### src/rtl/apb_rr_master_arb.sv
// Round-robin arbiter sharing one APB master port between NumReq requesters.
// Only one transfer is in flight at a time; the response returns to the requester that was granted.
module apb_rr_master_arb #(
    parameter int NumReq    = 4,
    parameter int AddrWidth = 32,
    parameter int DataWidth = 32
) (
    input  logic                          pclk_i,
    input  logic                          preset_i,
    input  logic [NumReq-1:0]             req_valid_i,
    output logic [NumReq-1:0]             req_ready_o,
    input  logic [NumReq*AddrWidth-1:0]   req_addr_i,
    input  logic [NumReq-1:0]             req_write_i,
    input  logic [NumReq*DataWidth-1:0]   req_wdata_i,
    output logic [NumReq-1:0]             rsp_valid_o,
    output logic [DataWidth-1:0]          rsp_rdata_o,
    output logic                          rsp_err_o,
    output logic [AddrWidth-1:0]          paddr_o,
    output logic                          pwrite_o,
    output logic [DataWidth-1:0]          pwdata_o,
    output logic                          psel_o,
    output logic                          penable_o,
    input  logic [DataWidth-1:0]          prdata_i,
    input  logic                          pready_i,
    input  logic                          pslverr_i
);
    localparam int IdxWidth = (NumReq > 1) ? $clog2(NumReq) : 1;

    typedef enum logic [1:0] {IDLE, SETUP, ACCESS} state_t;
    state_t state, state_nxt;

    logic [AddrWidth-1:0] addr_arr  [NumReq];
    logic [DataWidth-1:0] wdata_arr [NumReq];

    for (genvar k = 0; k < NumReq; k++) begin : g_unpack
        assign addr_arr[k]  = req_addr_i[k*AddrWidth +: AddrWidth];
        assign wdata_arr[k] = req_wdata_i[k*DataWidth +: DataWidth];
    end

    logic [IdxWidth-1:0]   ptr, ptr_nxt, win, off, idx;
    logic [2*NumReq-1:0]   rot;
    logic [NumReq-1:0]     idx_oh;
    logic                  any_req, grant, done;

    assign any_req = |req_valid_i;
    assign done    = (state == ACCESS) && pready_i;
    // Granting is gated by reset so req_ready_o reads zero while reset is held.
    assign grant   = !preset_i && any_req && ((state == IDLE) || done);

    // Rotate the request vector so the search always starts at bit 0 = requester ptr.
    always_comb begin
        int s;
        int s1;
        rot = {req_valid_i, req_valid_i} >> ptr;
        off = '0;
        for (int i = NumReq - 1; i >= 0; i--) begin
            if (rot[i]) off = IdxWidth'(i);
        end
        s = int'(ptr) + int'(off);
        if (s >= NumReq) s = s - NumReq;
        win = IdxWidth'(s);
        s1 = int'(win) + 1;
        if (s1 >= NumReq) s1 = 0;
        ptr_nxt = IdxWidth'(s1);
    end

    always_comb begin
        req_ready_o = '0;
        idx_oh      = '0;
        for (int k = 0; k < NumReq; k++) begin
            req_ready_o[k] = grant && (win == IdxWidth'(k));
            idx_oh[k]      = (idx == IdxWidth'(k));
        end
    end

    always_ff @(posedge pclk_i or posedge preset_i) begin
        if (preset_i) state <= IDLE;
        else          state <= state_nxt;
    end

    always_comb begin
        state_nxt = state;
        psel_o    = 1'b0;
        penable_o = 1'b0;
        case (state)
            IDLE: begin
                if (any_req) state_nxt = SETUP;
            end
            SETUP: begin
                psel_o    = 1'b1;
                state_nxt = ACCESS;
            end
            ACCESS: begin
                psel_o    = 1'b1;
                penable_o = 1'b1;
                if (pready_i) state_nxt = any_req ? SETUP : IDLE;
            end
            default: state_nxt = IDLE;
        endcase
    end

    // idx still names the completing transfer on the done cycle, even if a new grant overwrites it.
    always_ff @(posedge pclk_i or posedge preset_i) begin
        if (preset_i) begin
            ptr         <= '0;
            idx         <= '0;
            paddr_o     <= '0;
            pwrite_o    <= 1'b0;
            pwdata_o    <= '0;
            rsp_valid_o <= '0;
            rsp_rdata_o <= '0;
            rsp_err_o   <= 1'b0;
        end else begin
            if (grant) begin
                ptr      <= ptr_nxt;
                idx      <= win;
                paddr_o  <= addr_arr[win];
                pwrite_o <= req_write_i[win];
                pwdata_o <= wdata_arr[win];
            end
            rsp_valid_o <= '0;
            if (done) begin
                rsp_valid_o <= idx_oh;
                rsp_rdata_o <= prdata_i;
                rsp_err_o   <= pslverr_i;
            end
        end
    end

endmodule

### config.mk
export PLATFORM = sky130hd
export DESIGN_NAME = apb_rr_master_arb
export DESIGN_NICKNAME = d
export VERILOG_FILES = /design/src/rtl/apb_rr_master_arb.sv
export SDC_FILE = /design/constraint.sdc
export NUM_CORES = 1
export LEC_CHECK = 0
export ABC_AREA = 1
export BUFFER_PORTS_ARGS = -buffer_cell sky130_fd_sc_hd__buf_2
export CORE_AREA = 2 2 159 161
export CTS_BUF_LIST = sky130_fd_sc_hd__clkbuf_8 sky130_fd_sc_hd__clkbuf_16
export CTS_CLUSTER_SIZE = 12
export DETAILED_ROUTE_END_ITERATION = 12
export DIE_AREA = 0 0 161 163
export PLACE_DENSITY_LB_ADDON = 0.2
export SYNTH_ARGS = -nofsm -noshare
export SYNTH_HDL_FRONTEND = slang
export SYNTH_SLANG_ARGS = --single-unit
### constraint.sdc
create_clock -name pclk_i -period 6.7 [get_ports pclk_i]
set_clock_uncertainty 0.2 [all_clocks]
set_input_delay 1.005 -clock pclk_i [delete_from_list [all_inputs] [get_ports pclk_i]]
set_output_delay 1.005 -clock pclk_i [all_outputs]
set_load 0.05 [all_outputs]
# After elaboration in Yosys (flattened, before gate mapping)
# Index checks and enable logic that the tools add are counted.
totals:
  in_bits: 300
  wordCells: 64
  reg_bits: 108
classes:
  add_sub_neg: 3
  bitwise: 1
  eq_ne: 10
  magnitude_cmp: 4
  n_shift: 1
  n_reduce_logical: 15
  n_mux: 21
op_table:
  columns: ["cell", "count"]
  rows:
  - ["binary-select mux 32 bit (select 2 bit)", 2]
  - ["two-way mux 32 bit", 4]
  - ["two-way mux 2 bit", 8]
  - ["equality test 2 bit (second input constant)", 5]
  - [">= comparator 3 bit (second input constant)", 3]
  - ["right shift 8 x 2 -> 4 bit", 1]
  - ["logical AND 1 bit", 7]
  - ["equality test 2 x 1 -> 1 bit (second input constant)", 3]
  - ["zero test 2 bit", 3]
  - ["case mux 2 bit (3 select lines)", 1]
  - ["two-way mux 1 bit", 4]
  - ["two-way mux 4 bit", 1]
  - ["!= test 2 bit (second input constant)", 2]
  - ["OR reduction 4 bit", 1]
  - ["adder 2 x 1 -> 3 bit (second input constant)", 1]
  - ["adder 2 x 2 -> 3 bit", 1]
  - ["less-than comparator 2 x 3 -> 1 bit (second input constant)", 1]
  - ["inverter 2 -> 3 bit", 1]
  - ["binary-select mux 1 bit (select 2 bit)", 1]
  - ["AND reduction 2 bit", 1]
  - ["OR reduction 2 bit", 1]
  - ["subtractor 2 x 1 -> 2 bit (second input constant)", 1]
  - ["zero test 1 bit", 1]
  - ["logical OR 1 bit", 1]

# Depth between registers and ports, before layout
# Gate-level depths: netlist (run 1).
depth:
  word_depth: 12
  mapped_depth: 16
  ltp_nobuf: 15

# Least setup slack after synthesis (run 1)
# Ideal clock, no wire load.
synth_timing:
  kind: "in2out"
  startpoint: "input preset_i"
  endpoint: "output req_ready_o[0]"
  slack_ns: 0.297
  arrival_ns: 5.198
  path_stages: 6
  cell_sequence: "inv_1 > nand2_1 > nor2_2 > inv_2 > clkbuf_1 > nor3_1"
synth_via:
  elab_chain_cells: 4
synth_lines:
  columns: ["item", "line", "rtl"]
  rows:
  - ["from (decl)", "9", "input logic preset_i,"]
  - ["zero test 1 bit (no source line)", null, null]
  - ["logical AND 1 bit (2 in series)", "48", "assign grant = !preset_i && any_req && ((state == IDLE) || done);"]
  - ["logical AND 1 bit", "71", "req_ready_o[k] = grant && (win == IdxWidth'(k));"]
  - ["to (decl)", "11", "output logic [NumReq-1:0] req_ready_o,"]
# No other way between the ends.

# Worst setup path in the final report (run 1)
layout_timing:
  startpoint: "input req_valid_i[1]"
  endpoint: "output req_ready_o[1]"
layout_via:
  elab_chain_cells: 10
layout_lines:
  columns: ["item", "line", "rtl"]
  rows:
  - ["from (decl)", "10", "input logic [NumReq-1:0] req_valid_i,"]
  - ["right shift 8 x 2 -> 4 bit", "54", "rot = {req_valid_i, req_valid_i} >> ptr;"]
  - ["two-way mux 2 bit (4 in series)", "57", "if (rot[i]) off = IdxWidth'(i);"]
  - ["adder 2 x 2 -> 3 bit", "59", "s = int'(ptr) + int'(off);"]
  - [">= comparator 3 bit or subtractor 2 x 1 -> 2 bit (tied branches)", "60", "if (s >= NumReq) s = s - NumReq;"]
  - ["two-way mux 2 bit", "60", null]
  - ["equality test 2 x 1 -> 1 bit", "71", null]
  - ["logical AND 1 bit *", "71", null]
# Every way passes the cells marked *; elsewhere a longest branch is shown, timed or not.

==> results of run 1 <==
## logic make-up (layout without fill, tap and decap cells)
family | after synthesis | after routing | share of synthesized area, %
simple gates | 473 | 473 | 30.48
compound gates | 9 | 9 | 0.7731
mux | 130 | 130 | 20.10
xor+xnor | 1 | 1 | 0.1353
fa+ha+maj | 7 | 7 | 1.353
buf+inv | 73 | 447 | 5.412
other cells | 0 | 4 | 0
flops | 108 | 108 | 41.75
## through the flow
step / instance area [sq um] / setup WS [ns] / total power [uW] / utilization [%] / hold slack (ns)
6_report: 9047 / 1.805 / 6194 / 36.67 / 0.2737
5_1_grt: 9045 / 1.445 / 6710 / 36.66 / 0.2990
4_1_cts: 9037 / 1.748 / 6292 / 36.63 / 0.2705
3_5_place_dp: 8717 / 1.744 / 5681 / 35.33 / 0.2543
3_3_place_gp: 8717 / 1.779 / 5678 / 35.33 / 0.2566
2_1_floorplan: 6474 / 0.2968 / 4733 / - / 0.2323
## cell type report
class                      instances  area, sq um
fill                            2674        15630
clock inverter                     7        95.09
antenna                            4        10.01
inverter                          15        58.81
multi-input combinational        620         3438
clock buffer                       9        225.2
timing repair buffer             416         2105
tap                              330        412.9
sequential                       108         2703
## worst max-delay path: stages
cell and delay (ns):
sky130_fd_sc_hd__buf_2 0.11, sky130_fd_sc_hd__nand2_1 0.09, sky130_fd_sc_hd__nand3_1 0.09, sky130_fd_sc_hd__nand2_1 0.11, sky130_fd_sc_hd__nand3_1 0.06, sky130_fd_sc_hd__a21boi_0 0.40, sky130_fd_sc_hd__ha_4 0.20, sky130_fd_sc_hd__xor2_1 0.21
sky130_fd_sc_hd__inv_1 0.08, sky130_fd_sc_hd__nand3_2 0.09, sky130_fd_sc_hd__nand2_2 0.38, sky130_fd_sc_hd__inv_2 0.21, sky130_fd_sc_hd__ha_1 0.16, sky130_fd_sc_hd__inv_1 0.04, sky130_fd_sc_hd__nor2_1 0.10, sky130_fd_sc_hd__buf_2 0.34
## state kept, by name (all words and copies together) (netlist names)
| register | flops |
|---|---|
| idx | 2 |
| paddr_o | 32 |
| ptr | 2 |
| pwdata_o | 32 |
| pwrite_o | 1 |
| rsp_err_o | 1 |
| rsp_rdata_o | 32 |
| rsp_valid_o | 4 |
| state | 2 |
## routing by layer
layer	part of all wire (%)	wire (microns)	up-vias
met5	0	0	-
met4	1.3	324	0
met3	7.5	1809	16
met2	49	11740	260
met1	42	10120	3066
li1	-	-	3384
## synthesized netlist by cell type
cell and instances:
sky130_fd_sc_hd__nand3_1 140, sky130_fd_sc_hd__clkbuf_1 24, sky130_fd_sc_hd__nand3_2 1, sky130_fd_sc_hd__o31ai_1 1
sky130_fd_sc_hd__xor2_1 1, sky130_fd_sc_hd__dfrtp_1 108, sky130_fd_sc_hd__inv_1 9, sky130_fd_sc_hd__nand2_2 2
sky130_fd_sc_hd__buf_1 2, sky130_fd_sc_hd__nor3_1 7, sky130_fd_sc_hd__o21ai_0 5, sky130_fd_sc_hd__a21oi_1 2
sky130_fd_sc_hd__buf_2 22, sky130_fd_sc_hd__mux2i_1 130, sky130_fd_sc_hd__clkinv_1 1, sky130_fd_sc_hd__buf_6 3
sky130_fd_sc_hd__ha_1 7, sky130_fd_sc_hd__a21boi_0 1, sky130_fd_sc_hd__nor2_2 1, sky130_fd_sc_hd__inv_2 5
sky130_fd_sc_hd__nand2_1 317, sky130_fd_sc_hd__buf_4 7, sky130_fd_sc_hd__nor2_1 5
## worst max path at each step
stage,from,to,cells after the start
finish,req_valid_i[1],req_ready_o[1],16
global route,req_valid_i[0],req_ready_o[1],16
CTS,req_valid_i[1],req_ready_o[1],16
detailed placement,req_valid_i[1],req_ready_o[1],16
global placement,req_valid_i[1],req_ready_o[1],16
floorplan,preset_i,req_ready_o[0],6
## where the power goes
group | leakage (uW) | internal, uW | switching [uW]
combinational | 0.00376 | 1420 | 3060
sequential | 0.00134 | 965 | 168
clock | 0.000157 | 302 | 280
==> run_results.csv, run 1 <==
group,metric,value,unit
logic_synthesis,synth_seq_area_share,41.75,%
logic_synthesis,synth.yosys.warnings,0,
pwr,max-vdd-ir-drop,0.4114,mV
clock_network,number_of_clock_sinks_seen_by_cts,108,
clock_network,insertion_delay,0.35,ns
finish,instances_no_fill,1509,
logic_synthesis,mappedNetlistNets,1108,
setup_path,worstSetupEndpointType,"output pin",
setup_path,rr_endpoint,"pwdata_o[19]",
routing,drt_first_pass_iters,4,
setup_path,timing.rr.start,"ptr[0]",
routing,first_iter_violations,430,
finish,num-nets-final,1477,
clock_network,clk_root_buffer_cell,"sky130_fd_sc_hd__clkbuf_16",
run_status,outcome,"complete, no violations",
logic_synthesis,synthDominantAreaCellType,"sky130_fd_sc_hd__dfrtp_1",
setup_path,start_kind,"input pin",
global_route,gr-usage-met1,22.68,%
routing,drtAntennaViolNets,0,
global_route,grt_pass1_wl,36430,microns
global_route,via_count_of_the_first_global_routing_pass,6416,
worst_hold_path,hold-path-cell-count,2,
finish,final_cell_mix,"sky130_fd_sc_hd__buf_2 (407), sky130_fd_sc_hd__nand2_1 (317), sky130_fd_sc_hd__nand3_1 (140), sky130_fd_sc_hd__mux2i_1 (130), sky130_fd_sc_hd__dfrtp_1 (108)",
global_route,antenna_found_initial,3,
setup_path,critical_path.max_fanout,30,
timing,setup-tns-final,0,ns
global_route,global_route.usage.met3,4.100,%
logic_synthesis,syn_avg_cell_area,8.082,sq um
placement,place_congestion,0.8195,
clock_network,clockBufferDepth,2,
clock_network,number_of_clock_buffers_inserted_by_tritoncts,9,
setup_path,cp.required,5.49,ns
setup_path,reg2reg_slack,2.97,ns
logic_synthesis,synth_cells,801,
timing,tightest_slew,0.9412,ns
clock_network,postCtsSetupBuffers,0,
timing,max_slew_margin,37.25,%
logic_synthesis,synth_seq_cells,108,
die,floorplan.core_area,24670,sq um
global_route,grtUsageTotal,17.67,%
routing,vias_per_cell,4.457,
timing,grt_setup_unrepaired,"no",
placement,number_of_cells_in_the_design_after_placement,1489,
finish,layout.cells.most_common,"sky130_fd_sc_hd__buf_2",
placement,dpl.hpwl,17290,microns
run,maxCapViolations,0,
worst_hold_path,startpoint_of_the_tightest_hold_check_path,"paddr_o[6]",
placement,port-buffer-count,407,
global_route,global_route.peak_usage_layer,"met2",
timing,finalCritPeriodShare,73.07,%
finish,share_of_cells_above_drive_strength_1,37.70,%
finish,area.growth.synth_to_final,39.76,%
die,initial_utilization,26.24,%
global_route,grt_max_degree,72,
global_route,globalRouteOverflowTotal,0,
die,die_y,163,microns
setup_path,path_class,"in2out",
die,dieWidth,161,microns
logic_synthesis,ys_types,23,
timing,report.final.setup_viol,0,
routing,wire_per_inst,15.91,microns
clock_network,cts_hold_repair.buffers,0,
routing,detailroute.via_count,6726,
die,num_io_pins,408,
worst_hold_path,min_path_type,"reg2reg",
die,design.die.area,26240,sq um
pwr,pwr_density_cell,684.6,nW/um^2
clock_network,cts-htree-levels,3,
logic_synthesis,post-synth-top-area-fraction,41.75,%
setup_path,data_arrival_time_of_the_worst_path,3.69,ns
timing,max_freq,204.3,MHz
logic_synthesis,netlist_top_cells_area,"sky130_fd_sc_hd__dfrtp_1 (42%), sky130_fd_sc_hd__mux2i_1 (20%), sky130_fd_sc_hd__nand2_1 (18%), sky130_fd_sc_hd__nand3_1 (11%), sky130_fd_sc_hd__buf_2 (1.7%)",
worst_hold_path,worstHoldEndpoint,"paddr_o[6]",
timing,period_needed,4.895,ns
pwr,cellLeakagePower,0.005257,uW
routing,detail_route.wirelength,24000,microns
timing,maxSlewViolCount,0,
routing,remaining_drc_errors,0,
die,placement_row_count,58,
clock_network,tritoncts,"built",
setup_path,worstRegToRegCells,12,
logic_synthesis,synth.cell_area,6474,sq um
global_route,gr-usage-met2,29.87,%
clock_network,clk_transition_reported_paths,0.07,ns
timing,hold_viol_final,0,
clock_network,ctsResizeCount,0,
Note: power is estimated with default switching activity, not from simulation.
==> run 2: changes to the inputs <==
--- a/config.mk
+++ b/config.mk
@@ -5,13 +5,13 @@
 export SDC_FILE = /design/constraint.sdc
 export NUM_CORES = 1
 export LEC_CHECK = 0
-export ABC_AREA = 1
+export ABC_AREA = 0
 export BUFFER_PORTS_ARGS = -buffer_cell sky130_fd_sc_hd__buf_2
-export CORE_AREA = 2 2 159 161
+export CORE_AREA = 2 2 158 160
 export CTS_BUF_LIST = sky130_fd_sc_hd__clkbuf_8 sky130_fd_sc_hd__clkbuf_16
 export CTS_CLUSTER_SIZE = 12
 export DETAILED_ROUTE_END_ITERATION = 12
-export DIE_AREA = 0 0 161 163
+export DIE_AREA = 0 0 160 162
 export PLACE_DENSITY_LB_ADDON = 0.2
 export SYNTH_ARGS = -nofsm -noshare
 export SYNTH_HDL_FRONTEND = slang
==> constraint.sdc (replaced) <==
create_clock -name pclk_i -period 4.79 [get_ports pclk_i]
set_clock_uncertainty 0.2 [all_clocks]
set_input_delay 0.7185 -clock pclk_i [delete_from_list [all_inputs] [get_ports pclk_i]]
set_output_delay 0.7185 -clock pclk_i [all_outputs]
set_load 0.05 [all_outputs]
==> run_results.csv, run 2 <==
group,metric,value,unit
run_status,outcome,"complete, no violations",
setup_path,worst_path_max_delay_cell,"sky130_fd_sc_hd__xnor2_1",
placement,detailedPlace.worstSlack,0.6438,ns
placement,place_congestion,0.7788,
timing,fin_hold_ws,0.2404,ns
clock_network,number_of_clock_sinks_seen_by_cts,108,
finish,instances_no_fill,1360,
clock_network,postCtsSetupBuffers,0,
logic_synthesis,synth_seq_area_share,37.58,%
worst_hold_path,min_path_type,"in2async",
setup_path,crit_path_max_incr_delay,0.37,ns
setup_path,timing.critical_path.max_delay_family,"compound AO/OA/AOI/OAI gates",
routing,vias_per_cell,4.998,
finish,share_of_cells_above_drive_strength_1,55.03,%
setup_path,path_class,"in2out",
die,initial_utilization,29.83,%
global_route,grt_max_degree,122,
pwr,fraction_of_power_spent_switching_nets,57.45,%
clock_network,ctsResizeCount,0,
die,num_io_pins,408,
logic_synthesis,mappedNetlistNets,985,
logic_synthesis,synthMuxAreaShare,5.307,%
logic_synthesis,synthDominantAreaCellType,"sky130_fd_sc_hd__dfrtp_1",
logic_synthesis,synth.cell_area,7191,sq um
setup_path,path_buf_inv,4,
routing,drt_first_pass_iters,4,
logic_synthesis,synth_simple_gate_area_share,17.02,%
timing,period_needed,4.110,ns
timing,grt_setup_unrepaired,"no",
logic_synthesis,post-synth-top-area-fraction,37.58,%
global_route,grtUsageTotal,18.50,%
setup_path,worstSetupEndpointType,"output pin",
global_route,via_count_of_the_first_global_routing_pass,6709,
die,die_y,162,microns
die,floorplan.core_area,24110,sq um
pwr,clockPowerShare,8.8,%
timing,max_slew_margin,34.87,%
run,maxCapViolations,0,
routing,detailroute.via_count,6797,
die,placement_row_count,57,
global_route,grt_pass1_wl,37740,microns
pwr,max-vdd-ir-drop,0.7092,mV
timing,hold_viol_final,0,
clock_network,insertion_delay,0.35,ns
placement,dpl.hpwl,17890,microns
routing,remaining_drc_errors,0,
pwr,power,8783,uW
pwr,p_seq_share,18.1,%
routing,detail_route.wirelength,24650,microns
timing,setup-tns-final,0,ns
placement,number_of_cells_in_the_design_after_placement,1342,
finish,area.growth.synth_to_final,34.42,%
placement,port-buffer-count,407,
pwr,share_of_total_power_in_combinational_logic,73.1,%
logic_synthesis,synth_cells,678,
logic_synthesis,synth_flop_cell,"sky130_fd_sc_hd__dfrtp_1",
pwr,cell_internal_pwr,3738,uW
clock_network,clk_transition_reported_paths,0.09,ns
finish,layout.cells.most_common,"sky130_fd_sc_hd__buf_2",
logic_synthesis,netlist_top_cells_area,"sky130_fd_sc_hd__dfrtp_1 (38%), sky130_fd_sc_hd__nor2b_1 (11%), sky130_fd_sc_hd__a2111oi_2 (10%), sky130_fd_sc_hd__a221oi_1 (7.9%), sky130_fd_sc_hd__o31ai_2 (7.0%)",
routing,wire_per_inst,18.12,microns
clock_network,cts_hold_repair.buffers,0,
clock_network,clk_root_buffer_cell,"sky130_fd_sc_hd__clkbuf_16",
logic_synthesis,synth_top_family_by_area,"compound AO/OA/AOI/OAI gates",
logic_synthesis,synthAdderAreaFrac,1.218,%
routing,first_iter_violations,299,
global_route,antenna_found_initial,5,
finish,num-nets-final,1336,
setup_path,cp.required,3.87,ns
timing,finalCritPeriodShare,85.80,%
pwr,cellLeakagePower,0.004418,uW
logic_synthesis,postSynth.asyncResetShare,100.0,%
setup_path,data_arrival_time_of_the_worst_path,3.19,ns
clock_network,tritoncts,"built",
logic_synthesis,synth-xor-area-share,0.2436,%
timing,report.final.setup_viol,0,
logic_synthesis,number_of_enable_type_register_cells_in_the_synthesized_netlist,0,
clock_network,cts-htree-levels,3,
clock_network,number_of_clock_buffers_inserted_by_tritoncts,9,
logic_synthesis,ys_types,43,
logic_synthesis,netlist_top_cells_count,"sky130_fd_sc_hd__nor2b_1 (132), sky130_fd_sc_hd__dfrtp_1 (108), sky130_fd_sc_hd__nand2_1 (75)",
finish,final_cell_mix,"sky130_fd_sc_hd__buf_2 (407), sky130_fd_sc_hd__nor2b_1 (132), sky130_fd_sc_hd__dfrtp_1 (108), sky130_fd_sc_hd__nand2_1 (75), sky130_fd_sc_hd__a221oi_1 (65)",
setup_path,start_kind,"input pin",
logic_synthesis,synth_compound_area_share,31.95,%
die,dieWidth,160,microns
routing,drtAntennaViolNets,0,
logic_synthesis,syn_avg_cell_area,10.61,sq um
setup_path,critical_path.max_fanout,24,
timing,setup_ws,0.6803,ns
pwr,switchingPower,5046,uW
global_route,globalRouteOverflowTotal,0,
setup_path,cp_cell_sequence,"buf_2 > inv_1 > o21ai_0 > a21oi_1 > a211oi_1 > a21oi_1 > ha_4 > xnor2_1 > o21ai_4 > nand2_1 > inv_1 > ha_1 > and2_1 > buf_2",
finish,final.fill_count,2518,
logic_synthesis,yosys.cell_count.top_type,"sky130_fd_sc_hd__nor2b_1",
timing,tightest_slew,0.9770,ns
pwr,pwr_density_cell,908.7,nW/um^2
finish,register_area,2703,sq um
logic_synthesis,synth.yosys.warnings,0,
finish,multiInputGateArea,4050,sq um
logic_synthesis,synth_seq_cells,108,
timing,maxSlewViolCount,0,
clock_network,clockBufferDepth,2,
timing,max_freq,243.3,MHz
finish,largestRegisters,"paddr_o: 32 flops, pwdata_o: 32 flops, rsp_rdata_o: 32 flops",
die,design.die.area,25920,sq um
[run 2: cell types whose count changed in the layout (fill, tap and decap cells not counted), moves of 40 or more]
cell and change:
sky130_fd_sc_hd__o31ai_2 +40, sky130_fd_sc_hd__nand3_1 -140, sky130_fd_sc_hd__a221oi_1 +65, sky130_fd_sc_hd__nor2b_1 +132, sky130_fd_sc_hd__a2111oi_2 +50, sky130_fd_sc_hd__mux2i_1 -129
sky130_fd_sc_hd__nand2_1 -242
[run 2: path summary, 6_finish.rpt]
check                                from               to  slack (ns)  depth (start not counted)
hold / removal                   preset_i  rsp_rdata_o[19]        0.24                          2
setup / recovery           req_valid_i[1]   req_ready_o[1]        0.68                         14
hold reg to reg                paddr_o[6]       paddr_o[6]        0.28                          2
setup reg to reg                   ptr[1]      paddr_o[28]        1.46                          9
max in group asynchronous        preset_i     pwdata_o[30]        3.25                          3
min in group pclk_i            paddr_o[6]       paddr_o[6]        0.28                          2
[run 2: cell type report]
type / count / area share [%]
clock buffer: 9 / 2.330
sequential: 108 / 27.96
inverter: 7 / 0.2977
clock inverter: 7 / 0.8155
antenna: 2 / 0.05178
timing repair buffer: 418 / 22.45
multi-input combinational: 485 / 41.90
tap: 324 / 4.194
[run 2: layer usage]
layer | track usage, % | wire length, microns | share of wire [%]
met2 | 32.66 | 12400 | 50
met3 | 5.618 | 1935 | 7.9
met1 | 21.72 | 9822 | 40
met4 | 5.446 | 464 | 1.9
met5 | 0 | 27 | 0.11
[run 2: per-stage QoR]
| step | util (%) | cell area, sq um |
|---|---|---|
| after floorplan | - | 7191 |
| after global placement | 38.81 | 9356 |
| after detailed placement | 38.81 | 9356 |
| after CTS | 40.08 | 9661 |
| after global routing | 40.10 | 9666 |
| final | 40.10 | 9666 |
[run 2: power groups by stage]
stage	sequential, uW	clock, uW	combinational [uW]
detailed placement	1610	0	6510
finish	1590	777	6420
CTS	1590	811	6510
global route	1650	852	6950
floorplan	3020	0	3800
global placement	1600	0	6480
[run 2: logic make-up (layout without fill, tap and decap cells)]
kind of cell | after synthesis | in the layout
multiplexers | 34 | 34
other | 0 | 2
adder cells (fa/ha/maj) | 7 | 7
buffers and inverters | 85 | 441
AND/OR/NAND/NOR | 224 | 224
XOR/XNOR | 2 | 2
flip-flops | 108 | 108
AO/OA/AOI/OAI | 218 | 218
==> run 3: changes to the inputs <==
==> constraint.sdc (replaced) <==
create_clock -name pclk_i -period 4.79 [get_ports pclk_i]
set_clock_uncertainty 0.2 [all_clocks]
set_input_delay 0.958 -clock pclk_i [delete_from_list [all_inputs] [get_ports pclk_i]]
set_output_delay 0.958 -clock pclk_i [all_outputs]
set_load 0.05 [all_outputs]
==> run_results.csv, run 3 (synthesized netlist as in run 2, its figures left out) <==
group,metric,value,unit
timing,maxSlewViolCount,0,
setup_path,critical_path.max_fanout,6,
clock_network,cts-htree-levels,3,
clock_network,insertion_delay,0.35,ns
worst_hold_path,min_path_type,"reg2reg",
finish,area.growth.synth_to_final,34.31,%
finish,final.fill_count,2500,
timing,grt_setup_unrepaired,"no",
timing,report.final.setup_viol,0,
timing,max_slew_margin,22.40,%
timing,max_freq,230.9,MHz
finish,largestRegisters,"paddr_o: 32 flops, pwdata_o: 32 flops, rsp_rdata_o: 32 flops",
finish,final_cell_mix,"sky130_fd_sc_hd__buf_2 (407), sky130_fd_sc_hd__nor2b_1 (132), sky130_fd_sc_hd__dfrtp_1 (108), sky130_fd_sc_hd__nand2_1 (75), sky130_fd_sc_hd__a221oi_1 (65)",
die,num_io_pins,408,
clock_network,number_of_clock_sinks_seen_by_cts,108,
clock_network,tritoncts,"built",
finish,share_of_cells_above_drive_strength_1,55.17,%
setup_path,start_kind,"input pin",
timing,hold_viol_final,0,
global_route,grt_pass1_wl,37670,microns
routing,drt_first_pass_iters,5,
routing,drtAntennaViolNets,0,
die,dieWidth,160,microns
finish,layout.cells.most_common,"sky130_fd_sc_hd__buf_2",
placement,port-buffer-count,407,
die,floorplan.core_area,24110,sq um
die,die_y,162,microns
die,initial_utilization,29.83,%
die,design.die.area,25920,sq um
global_route,antenna_found_initial,4,
finish,num-nets-final,1337,
routing,vias_per_cell,4.983,
clock_network,clk_transition_reported_paths,0.08,ns
global_route,grt_max_degree,147,
pwr,max-vdd-ir-drop,0.7797,mV
run_status,outcome,"complete, no violations",
timing,finalCritPeriodShare,90.40,%
finish,fin_area,9658,sq um
global_route,via_count_of_the_first_global_routing_pass,6643,
global_route,grtUsageTotal,18.38,%
clock_network,ctsResizeCount,0,
routing,first_iter_violations,286,
clock_network,number_of_clock_buffers_inserted_by_tritoncts,9,
global_route,globalRouteOverflowTotal,0,
clock_network,clk_root_buffer_cell,"sky130_fd_sc_hd__clkbuf_16",
clock_network,clockBufferDepth,2,
die,placement_row_count,57,
setup_path,cp.required,3.63,ns
setup_path,data_arrival_time_of_the_worst_path,3.17,ns
clock_network,cts_hold_repair.buffers,0,
routing,wire_per_inst,18.13,microns
run,maxCapViolations,0,
pwr,cellLeakagePower,0.004418,uW
clock_network,postCtsSetupBuffers,0,
pwr,pwr_density_cell,906.3,nW/um^2
routing,detail_route.wirelength,24690,microns
placement,dpl-instance-area,9344,sq um
placement,dpl.hpwl,18150,microns
placement,place_congestion,0.7818,
routing,detailroute.via_count,6787,
timing,setup-tns-final,0,ns
setup_path,worstSetupEndpointType,"output pin",
timing,tightest_slew,1.161,ns
timing,period_needed,4.330,ns
routing,remaining_drc_errors,0,
setup_path,path_class,"in2out",
run 3: worst paths after layout:
path                                start         endpoint  slack [ns]  depth (start not counted)
max                        req_valid_i[3]   req_ready_o[1]        0.46                         14
min                           paddr_o[22]      paddr_o[22]        0.28                          2
max reg2reg                        ptr[1]      paddr_o[28]        1.02                         10
min reg2reg                   paddr_o[22]      paddr_o[22]        0.28                          2
max in group asynchronous        preset_i      paddr_o[22]        2.83                          3
min in group asynchronous        preset_i  rsp_rdata_o[20]        0.62                          2
run 3: worst max-delay path, cell delays in order:
cell                      delay, ns
sky130_fd_sc_hd__buf_2         0.16
sky130_fd_sc_hd__nor2b_1       0.18
sky130_fd_sc_hd__a21oi_1       0.05
sky130_fd_sc_hd__nor2_1        0.09
sky130_fd_sc_hd__a21oi_1       0.05
sky130_fd_sc_hd__a21oi_1       0.34
sky130_fd_sc_hd__ha_4          0.20
sky130_fd_sc_hd__xor2_1        0.30
sky130_fd_sc_hd__nand3_2       0.12
sky130_fd_sc_hd__nand2_1       0.12
sky130_fd_sc_hd__inv_1         0.09
sky130_fd_sc_hd__ha_1          0.17
sky130_fd_sc_hd__and2_1        0.12
sky130_fd_sc_hd__buf_2         0.21
run 3: through the flow:
stage	std cells	total power (uW)	setup WS (ns)	hold slack, ns	util [%]
finish	1362	8753	0.4599	0.2762	40.07
global route	1362	9406	0.2108	0.2997	40.07
CTS	1359	8878	0.4553	0.2817	40.03
detailed placement	1343	8069	0.2969	0.2642	38.76
global placement	1343	8041	0.3581	0.2547	38.76
floorplan	678	6831	0.1253	0.2578	-
run 3: area by class of cell:
class                           instances  area (sq um)  area share, %
Clock inverter                          6         67.56         0.6996
Antenna cell                            3         7.507        0.07773
Inverter                                7         28.78         0.2980
Tap cell                              324         405.4          4.197
Multi-Input combinational cell        485          4055          41.99
Sequential cell                       108          2703          27.98
Clock buffer                           10         239.0          2.474
Timing Repair Buffer                  419          2152          22.28
run 3: power by group:
group | internal (uW) | switching, uW
registers | 1360 | 233
logic | 1980 | 4400
clock network | 383 | 394
run 3: routing by layer:
layer	up-vias	wire (microns)	part of all wire (%)	GRT usage, %
met1	3204	10040	41	22.23
met3	23	1846	7.5	5.235
met4	0	390	1.6	5.610
met5	-	0	0	0
li1	3291	-	-	-
met2	269	12410	50	31.82
